$ cat src/rtl/calc_seq_pkg.sv
// Shared types and constants for the calculator command sequencer.
package calc_seq_pkg;

    typedef enum logic [2:0] {
        ST_HDR,
        ST_OPND,
        ST_ISSUE,
        ST_SETTLE,
        ST_RESP
    } state_e;

    localparam logic [4:0] SYNC_DEFAULT    = 5'b10100;
    localparam logic [2:0] PUSH_OP_DEFAULT = 3'd0;

    // Bit positions inside m_flags.
    localparam int unsigned FLAG_ERR   = 1;
    localparam int unsigned FLAG_EMPTY = 0;

endpackage

$ cat src/rtl/calc_cmd_sequencer_sat_cnt8.sv
// 8-bit up counter that sticks at 255; cleared only by reset.
module sat_cnt8 (
    input  logic       clk,
    input  logic       rst,
    input  logic       inc,
    output logic [7:0] cnt
);

    logic [7:0] cnt_q;
    logic [7:0] cnt_d;

    always_comb begin
        cnt_d = cnt_q;
        if (inc && (cnt_q != 8'hFF)) begin
            cnt_d = cnt_q + 8'd1;
        end
    end

    always_ff @(posedge clk or negedge rst) begin
        if (!rst) begin
            cnt_q <= 8'd0;
        end else begin
            cnt_q <= cnt_d;
        end
    end

    assign cnt = cnt_q;

endmodule

$ cat src/rtl/calc_cmd_sequencer.sv
// Parses framed command bytes, drives the queue calculator, waits a fixed
// settle time and returns one sampled status response per command.
module calc_cmd_sequencer
    import calc_seq_pkg::*;
#(
    parameter logic [4:0]  SYNC    = SYNC_DEFAULT,
    parameter logic [2:0]  PUSH_OP = PUSH_OP_DEFAULT,
    parameter int unsigned SETTLE  = 2
) (
    input  logic       clk,
    input  logic       rst,
    input  logic [7:0] s_data,
    input  logic       s_valid,
    output logic       s_ready,
    output logic [7:0] calc_in,
    output logic [2:0] calc_op,
    output logic       calc_apply,
    input  logic [7:0] calc_tail,
    input  logic       calc_empty,
    input  logic       calc_err,
    output logic [7:0] m_data,
    output logic [1:0] m_flags,
    output logic       m_valid,
    input  logic       m_ready,
    output logic [7:0] bad_cnt,
    output logic       busy
);

    localparam logic [3:0] SETTLE_LD = 4'(SETTLE);

    state_e     state_q,  state_d;
    logic [7:0] cin_q,    cin_d;
    logic [2:0] cop_q,    cop_d;
    logic [3:0] cnt_q,    cnt_d;
    logic [7:0] mdata_q,  mdata_d;
    logic [1:0] mflags_q, mflags_d;
    logic       bad_inc;
    logic       s_fire;

    // Gating with rst keeps s_ready low while reset is held, even though
    // the state register already reads HDR.
    assign s_ready = rst && ((state_q == ST_HDR) || (state_q == ST_OPND));
    assign s_fire  = s_valid && s_ready;

    always_comb begin
        state_d  = state_q;
        cin_d    = cin_q;
        cop_d    = cop_q;
        cnt_d    = cnt_q;
        mdata_d  = mdata_q;
        mflags_d = mflags_q;
        bad_inc  = 1'b0;
        case (state_q)
            ST_HDR: begin
                if (s_fire) begin
                    if (s_data[7:3] != SYNC) begin
                        bad_inc = 1'b1;
                    end else begin
                        cop_d = s_data[2:0];
                        if (s_data[2:0] == PUSH_OP) begin
                            state_d = ST_OPND;
                        end else begin
                            cin_d   = 8'd0;
                            state_d = ST_ISSUE;
                        end
                    end
                end
            end
            ST_OPND: begin
                if (s_fire) begin
                    cin_d   = s_data;
                    state_d = ST_ISSUE;
                end
            end
            ST_ISSUE: begin
                cnt_d   = SETTLE_LD;
                state_d = ST_SETTLE;
            end
            ST_SETTLE: begin
                // The edge that takes the counter from 1 to 0 is the sample edge.
                if (cnt_q <= 4'd1) begin
                    cnt_d                = 4'd0;
                    mdata_d              = calc_tail;
                    mflags_d[FLAG_ERR]   = calc_err;
                    mflags_d[FLAG_EMPTY] = calc_empty;
                    state_d              = ST_RESP;
                end else begin
                    cnt_d = cnt_q - 4'd1;
                end
            end
            ST_RESP: begin
                if (m_ready) begin
                    state_d = ST_HDR;
                end
            end
            default: begin
                state_d = ST_HDR;
            end
        endcase
    end

    always_ff @(posedge clk or negedge rst) begin
        if (!rst) begin
            state_q  <= ST_HDR;
            cin_q    <= 8'd0;
            cop_q    <= 3'd0;
            cnt_q    <= 4'd0;
            mdata_q  <= 8'd0;
            mflags_q <= 2'd0;
        end else begin
            state_q  <= state_d;
            cin_q    <= cin_d;
            cop_q    <= cop_d;
            cnt_q    <= cnt_d;
            mdata_q  <= mdata_d;
            mflags_q <= mflags_d;
        end
    end

    sat_cnt8 u_bad_cnt (
        .clk (clk),
        .rst (rst),
        .inc (bad_inc),
        .cnt (bad_cnt)
    );

    assign calc_in    = cin_q;
    assign calc_op    = cop_q;
    assign calc_apply = (state_q == ST_ISSUE);
    assign m_data     = mdata_q;
    assign m_flags    = mflags_q;
    assign m_valid    = (state_q == ST_RESP);
    assign busy       = (state_q != ST_HDR);

endmodule
$ cat config.mk
export PLATFORM = sky130hd
export DESIGN_NAME = calc_cmd_sequencer
export DESIGN_NICKNAME = d
export VERILOG_FILES = /design/src/rtl/calc_seq_pkg.sv /design/src/rtl/calc_cmd_sequencer_sat_cnt8.sv /design/src/rtl/calc_cmd_sequencer.sv
export SDC_FILE = /design/constraint.sdc
export NUM_CORES = 1
export LEC_CHECK = 0
export ABC_AREA = 0
export CAP_MARGIN = 20
export CORE_MARGIN = 8
export CORE_UTILIZATION = 41
export DETAILED_ROUTE_END_ITERATION = 8
export PLACE_DENSITY = 0.75
export SYNTH_ARGS = -nofsm -noshare
export SYNTH_HDL_FRONTEND = slang
export SYNTH_SLANG_ARGS = --single-unit
$ cat constraint.sdc
create_clock -name clk -period 1.85 [get_ports clk]
set_input_delay 0.4625 -clock clk [delete_from_list [all_inputs] [get_ports clk]]
set_output_delay 0.4625 -clock clk [all_outputs]
set_load 0.02 [all_outputs]
==> impl_metrics.tcl, run 1 <==
set metrics [dict create \
    status "finished, final reports clean" \
    io_pins 55 \
    synth_area_per_cell_sq_um 12.3 \
    hold_class "in -> async" \
    final_design_area_no_fill_sq_mm 0.00261 \
    ant_nets 0 \
    start_kind "input port" \
    ctsHoldBuffers 0 \
    fillers 324 \
    cts_root_buffer "clkbuf_8" \
    ys_warn_count 0 \
    antennaDiodeCount 0 \
    fmax_mhz 557 \
    drc 0 \
    tightestPinTransition_ns 0.511 \
    initial_core_util_pct 43.2 \
    setup_viol 0 \
    synth_edf_count 0 \
    synthDistinctLibCells 42 \
    clkSlewWorstSetupHoldPaths_ns 0.06 \
    rsz0062_at_grt "no" \
    first_pass_iters 4 \
    synthTopCellsByCount "36 x dfrtp_1, 10 x mux2_2, 10 x nor3_1" \
    power.density_mw_per_mm2 797 \
    nNetsFinal 247 \
    drt_iter0_markers 39 \
    period_share_pct 97.0 \
    io_buffer_count 54 \
    synthCells 141 \
    synth_area_leader_cell "dfrtp_1" \
    antenna_found_initial 0 \
    max_slew_margin_pct 65.7 \
    grt_pass1_wl_microns 7120 \
    critPathArrivalTime_ns 1.96 \
    ys_ff_latch 36 \
    fin_ws_ns 0.0556 \
    final_hold_viol_count 0 \
    core_sq_mm 0.00403 \
    avgRoutedWirePerCell_microns 16.1 \
    power.leakage_nw 1.23 \
    hold_slack_ns 0.330 \
    drive_gt1_share_pct 29.1 \
    gp_congestion 0.832 \
    clk_path_buf_depth 2 \
    placed_cell_area_sq_mm 0.00250 \
    grt_pass1_vias 1500 \
    crit_path_end_kind "flop" \
    area_growth_pct 50.1 \
    min_period_ns 1.79 \
    die_w_microns 81.1 \
    cp.required_ns 2.01 \
    post-place-ws_ns -0.428 \
    clock_latency_ns 0.28 \
    yosysSeqAreaShare_pct 51.8 \
    synthArstFlopShare_pct 100 \
    overflow 0 \
    yosys.cell_count.top_type "dfrtp_1" \
    syn_nets 166 \
    drv_slew 0 \
    dp_hpwl_microns 3340 \
    cts_tree "built" \
    synth_top_area_share_pct 51.8 \
    vias 1415 \
    avgViaCountPerCell 5.24 \
    finClkSkew_ns 0.00253 \
    totalWireLength_microns 4340 \
    track_usage_pct 13.9 \
    die_area_sq_mm 0.00658 \
    rows 23 \
    cap_violations 0 \
    p_total_mw 2.08 \
    grt_max_degree 21 \
    crit_fanout 4 \
    synthTopCellsByArea "dfrtp_1 52%, mux2_2 6.5%, a22o_1 4.0%" \
    h-tree-depth 2 \
    cts_buffers 5 \
    clock_sinks 36 \
    dieHeight_microns 81.1 \
    yosys_most_used_dff "dfrtp_1" \
    synth_area_sq_mm 0.00174 \
    ir_drop_mv 0.471 \
    crit_type "in -> reg" \
]
## state kept, by name (all words and copies together), names as in the netlist
register	flops
calc_in	8
u_bad_cnt.cnt	8
calc_op	3
m_flags	2
cnt_q	4
state_q	3
m_data	8
## worst max-delay path, cell delays in order
cell and delay (ns):
clkdlybuf4s50_1 0.44, nand4bb_4 0.30, nor4_4 0.42, mux2_4 0.34
## path summary, 6_finish.rpt
path	start	end	slack, ns	cells after the start
setup / recovery	s_data[3]	calc_op[2]	0.06	4
hold / removal	rst	calc_in[6]	0.33	3
setup reg to reg	state_q[1]	calc_op[2]	0.09	6
hold reg to reg	calc_in[6]	calc_in[6]	0.50	1
max in group asynchronous	rst	m_data[1]	1.30	3
min in group clk	calc_in[6]	calc_in[6]	0.50	1
## through the flow
| step | TNS [ns] | util [%] | std cells |
|---|---|---|---|
| detailed placement | -4.36 | 62.2 | 265 |
| floorplan | 0 | - | 141 |
| finish | 0 | 64.8 | 270 |
| CTS | 0 | 64.2 | 270 |
| global placement | -4.02 | 62.2 | 265 |
| global route | 0 | 64.8 | 270 |
## layer usage
layer / global-route usage, % / share of wire, % / up-vias
li1: - / - / 676
met1: 15.6 / 43 / 676
met2: 22.6 / 44 / 58
met3: 6.51 / 11 / 5
met4: 5.36 / 1.4 / 0
met5: 0 / 0 / -
## repair_timing
item	4_1_cts	5_1_grt
endpoints found under the setup margin	5	27
pin swaps	0	2
gates resized for setup	15	16
setup buffers	0	0
## cell usage in the layout, fill, tap and decap left out, drive strengths merged, types with 3 or more instances in the layout
cell type	instances
a21oi	4
inv	7
dlymetal6s2s	4
nor3	11
nor2	5
mux2	15
nand3	3
nor4	3
nand2	6
o21ai	5
nor3b	3
dfrtp	36
clkbuf	6
xor2	5
a22o	8
clkdlybuf4s50	46
ha	3
buf	28
## cell type report
| type | instances | area (sq um) | area share [%] |
|---|---|---|---|
| inverter | 7 | 26.3 | 1.01 |
| timing repair buffer | 79 | 733 | 28.1 |
| sequential | 36 | 902 | 34.5 |
| clock buffer | 5 | 68.8 | 2.64 |
| tap | 50 | 62.6 | 2.40 |
| multi-input combinational | 93 | 818 | 31.3 |
## logic make-up after synthesis
family	count (synthesis)	synth area share (%)
simple gates	42	17.3
flops	36	51.8
compound gates	28	12.2
mux	15	10.4
buf+inv	12	3.67
xor+xnor	5	2.52
fa+ha+maj	3	2.16
## power by group
group	internal [mW]	switching (mW)
logic	0.315	0.305
clock network	0.242	0.240
registers	0.882	0.0974
total	1.44	0.642
No activity file was read; power rests on OpenSTA's default activity.
==> inputs of run 2 (changes only) <==
Settings changed: SLEW_MARGIN set to 20.
==> results of run 2 <==
No change in the layout: final DEF, timing and power equal those of run 1.
==> inputs of run 3 (changes only) <==
Settings changed: SETUP_SLACK_MARGIN set to 0.2.
==> run 3 against run 2 <==
Effect of this change:
- global-route usage up 1.9 points
- first-iteration DRC count up 7.7%
- die area unchanged
- final cell count up 7.4%
- non-clock buffer count up 16
- sequential share of layout area down 3.6 points
- flip-flop and latch count unchanged
==> impl_metrics.tcl, run 3 (synthesis results as in run 1) <==
set metrics [dict create \
    r2r-start "state_q[1]" \
    cts_root_buffer "clkbuf_8" \
    gp_congestion 0.804 \
    power.leakage_nw 1.45 \
    drt_iter0_markers 42 \
    h-tree-depth 2 \
    crit_start "state_q[1]" \
    grt_max_degree 17 \
    fin_ws_ns 0.0950 \
    swShare_pct 32.1 \
    cap_violations 0 \
    io_pins 55 \
    max_slew_margin_pct 74.3 \
    clock_latency_ns 0.30 \
    pwr-share-comb_pct 28.2 \
    first_pass_iters 4 \
    rows 23 \
    clk_path_buf_depth 2 \
    tightestPinTransition_ns 0.383 \
    vias 1528 \
    period_share_pct 94.9 \
    clock_sinks 36 \
    die_w_microns 81.1 \
    cts_tree "built" \
    path_cells "buf_6 > buf_6 > nor3_4 > inv_2 > buf_6" \
    critPathArrivalTime_ns 1.29 \
    most-common-layout-cells "35 x dfrtp_1, 34 x buf_4, 33 x dlygate4sd2_1, 15 x clkdlybuf4s50_1" \
    regArea_sq_um 902 \
    ir_drop_mv 0.489 \
    p_int_mw 1.59 \
    setup_viol 0 \
    min_period_ns 1.75 \
    p_clk_share_pct 29.7 \
    final_hold_viol_count 0 \
    layout_commonest_cell "dfrtp_1" \
    multi_input_area_sq_um 983 \
    fmax_mhz 570 \
    rsz0062_at_grt "yes" \
    ant_nets 0 \
    hold_class "in -> async" \
    grt_pass1_vias 1643 \
    track_usage_pct 15.8 \
    cp_slowest_cell "dfrtp_1" \
    die_area_sq_mm 0.00658 \
    io_buffer_count 54 \
    area_growth_pct 67.6 \
    cp.required_ns 1.39 \
    cpPeakStageDelay_ns 0.41 \
    overflow 0 \
    power.switching_mw 0.753 \
    status "finished, final reports clean" \
    p_seq_share_pct 42.1 \
    dieHeight_microns 81.1 \
    cts_buffers 5 \
    hold_slack_ns 0.113 \
    drc 0 \
    grt_pass1_wl_microns 7980 \
    initial_core_util_pct 43.2 \
    drive_gt1_share_pct 42.9 \
    avgRoutedWirePerCell_microns 18.2 \
    crit_fanout 3 \
    start_kind "flop" \
    crit_path_end_kind "output port" \
    nNetsFinal 264 \
    core_sq_mm 0.00403 \
    clkSlewWorstSetupHoldPaths_ns 0.08 \
    crit_type "reg -> out" \
    antennaDiodeCount 0 \
    finClkSkew_ns 0.0136 \
    post-place-ws_ns -0.227 \
    avgViaCountPerCell 5.27 \
    totalWireLength_microns 5270 \
    fillers 285 \
    dp_hpwl_microns 3570 \
    antenna_found_initial 0 \
    cpMostUsedCell "buf_6" \
    drv_slew 0 \
    power.density_mw_per_mm2 805 \
]
-- run 3: critical path, delay by kind of cell, from the launching register on --
family | cells | cell delay, ns
buffers and inverters | 4 | 0.44
flip-flops | 1 | 0.41
AND/OR/NAND/NOR | 1 | 0.15
-- run 3: worst paths after layout --
| kind | cells past startpoint | to | slack (ns) |
|---|---|---|---|
| worst max-delay path | 5 | busy | 0.1 |
| worst min-delay path | 2 | state_q[0] | 0.11 |
| worst max register to register | 7 | calc_op[2] | 0.11 |
| worst min register to register | 1 | m_data[5] | 0.50 |
| max in group asynchronous | 3 | calc_op[2] | 1.49 |
| min in group clk | 1 | m_data[5] | 0.50 |
-- run 3: cell type report --
cell class	count	share of cell area, %
inverters	7	0.901
flip-flops and latches	36	30.9
well taps	50	2.15
clock buffers	5	2.36
repair buffers	95	28.5
clock inverters	3	1.46
multi-input cells	94	33.7
-- run 3: per-stage QoR --
step	utilization [%]	instances	setup TNS (ns)	instance area (sq um)	power (mW)
2_1_floorplan	-	141	0	1750	1.26
3_3_place_gp	62.3	267	-2.65	2510	1.59
3_5_place_dp	62.3	267	-3.86	2510	1.61
4_1_cts	68.4	283	0	2760	2.27
5_1_grt	72.4	290	0	2920	2.46
6_report	72.4	290	0	2920	2.35
-- run 3: routing by layer --
metal	global-route usage, %	routed length (microns)	vias up
met5	0	0	-
met4	6.43	101	0
met3	5.96	407	11
met2	28.5	2800	49
met1	16.1	1970	760
li1	-	-	708
-- run 3: what timing repair did --
item                       CTS  global route
buffers inserted             7             7
hold buffers                 0             0
resized for setup           84            26
gates cloned                 1             0
pin swaps                   12            15
setup endpoints to repair   63            37
-- run 3: power by group through the flow --
stage | logic, mW | registers (mW) | clock network (mW)
floorplan | 0.174 | 1.09 | 0
global placement | 0.600 | 0.989 | 0
detailed placement | 0.619 | 0.993 | 0
CTS | 0.590 | 0.977 | 0.704
global route | 0.712 | 1.01 | 0.742
finish | 0.662 | 0.988 | 0.696
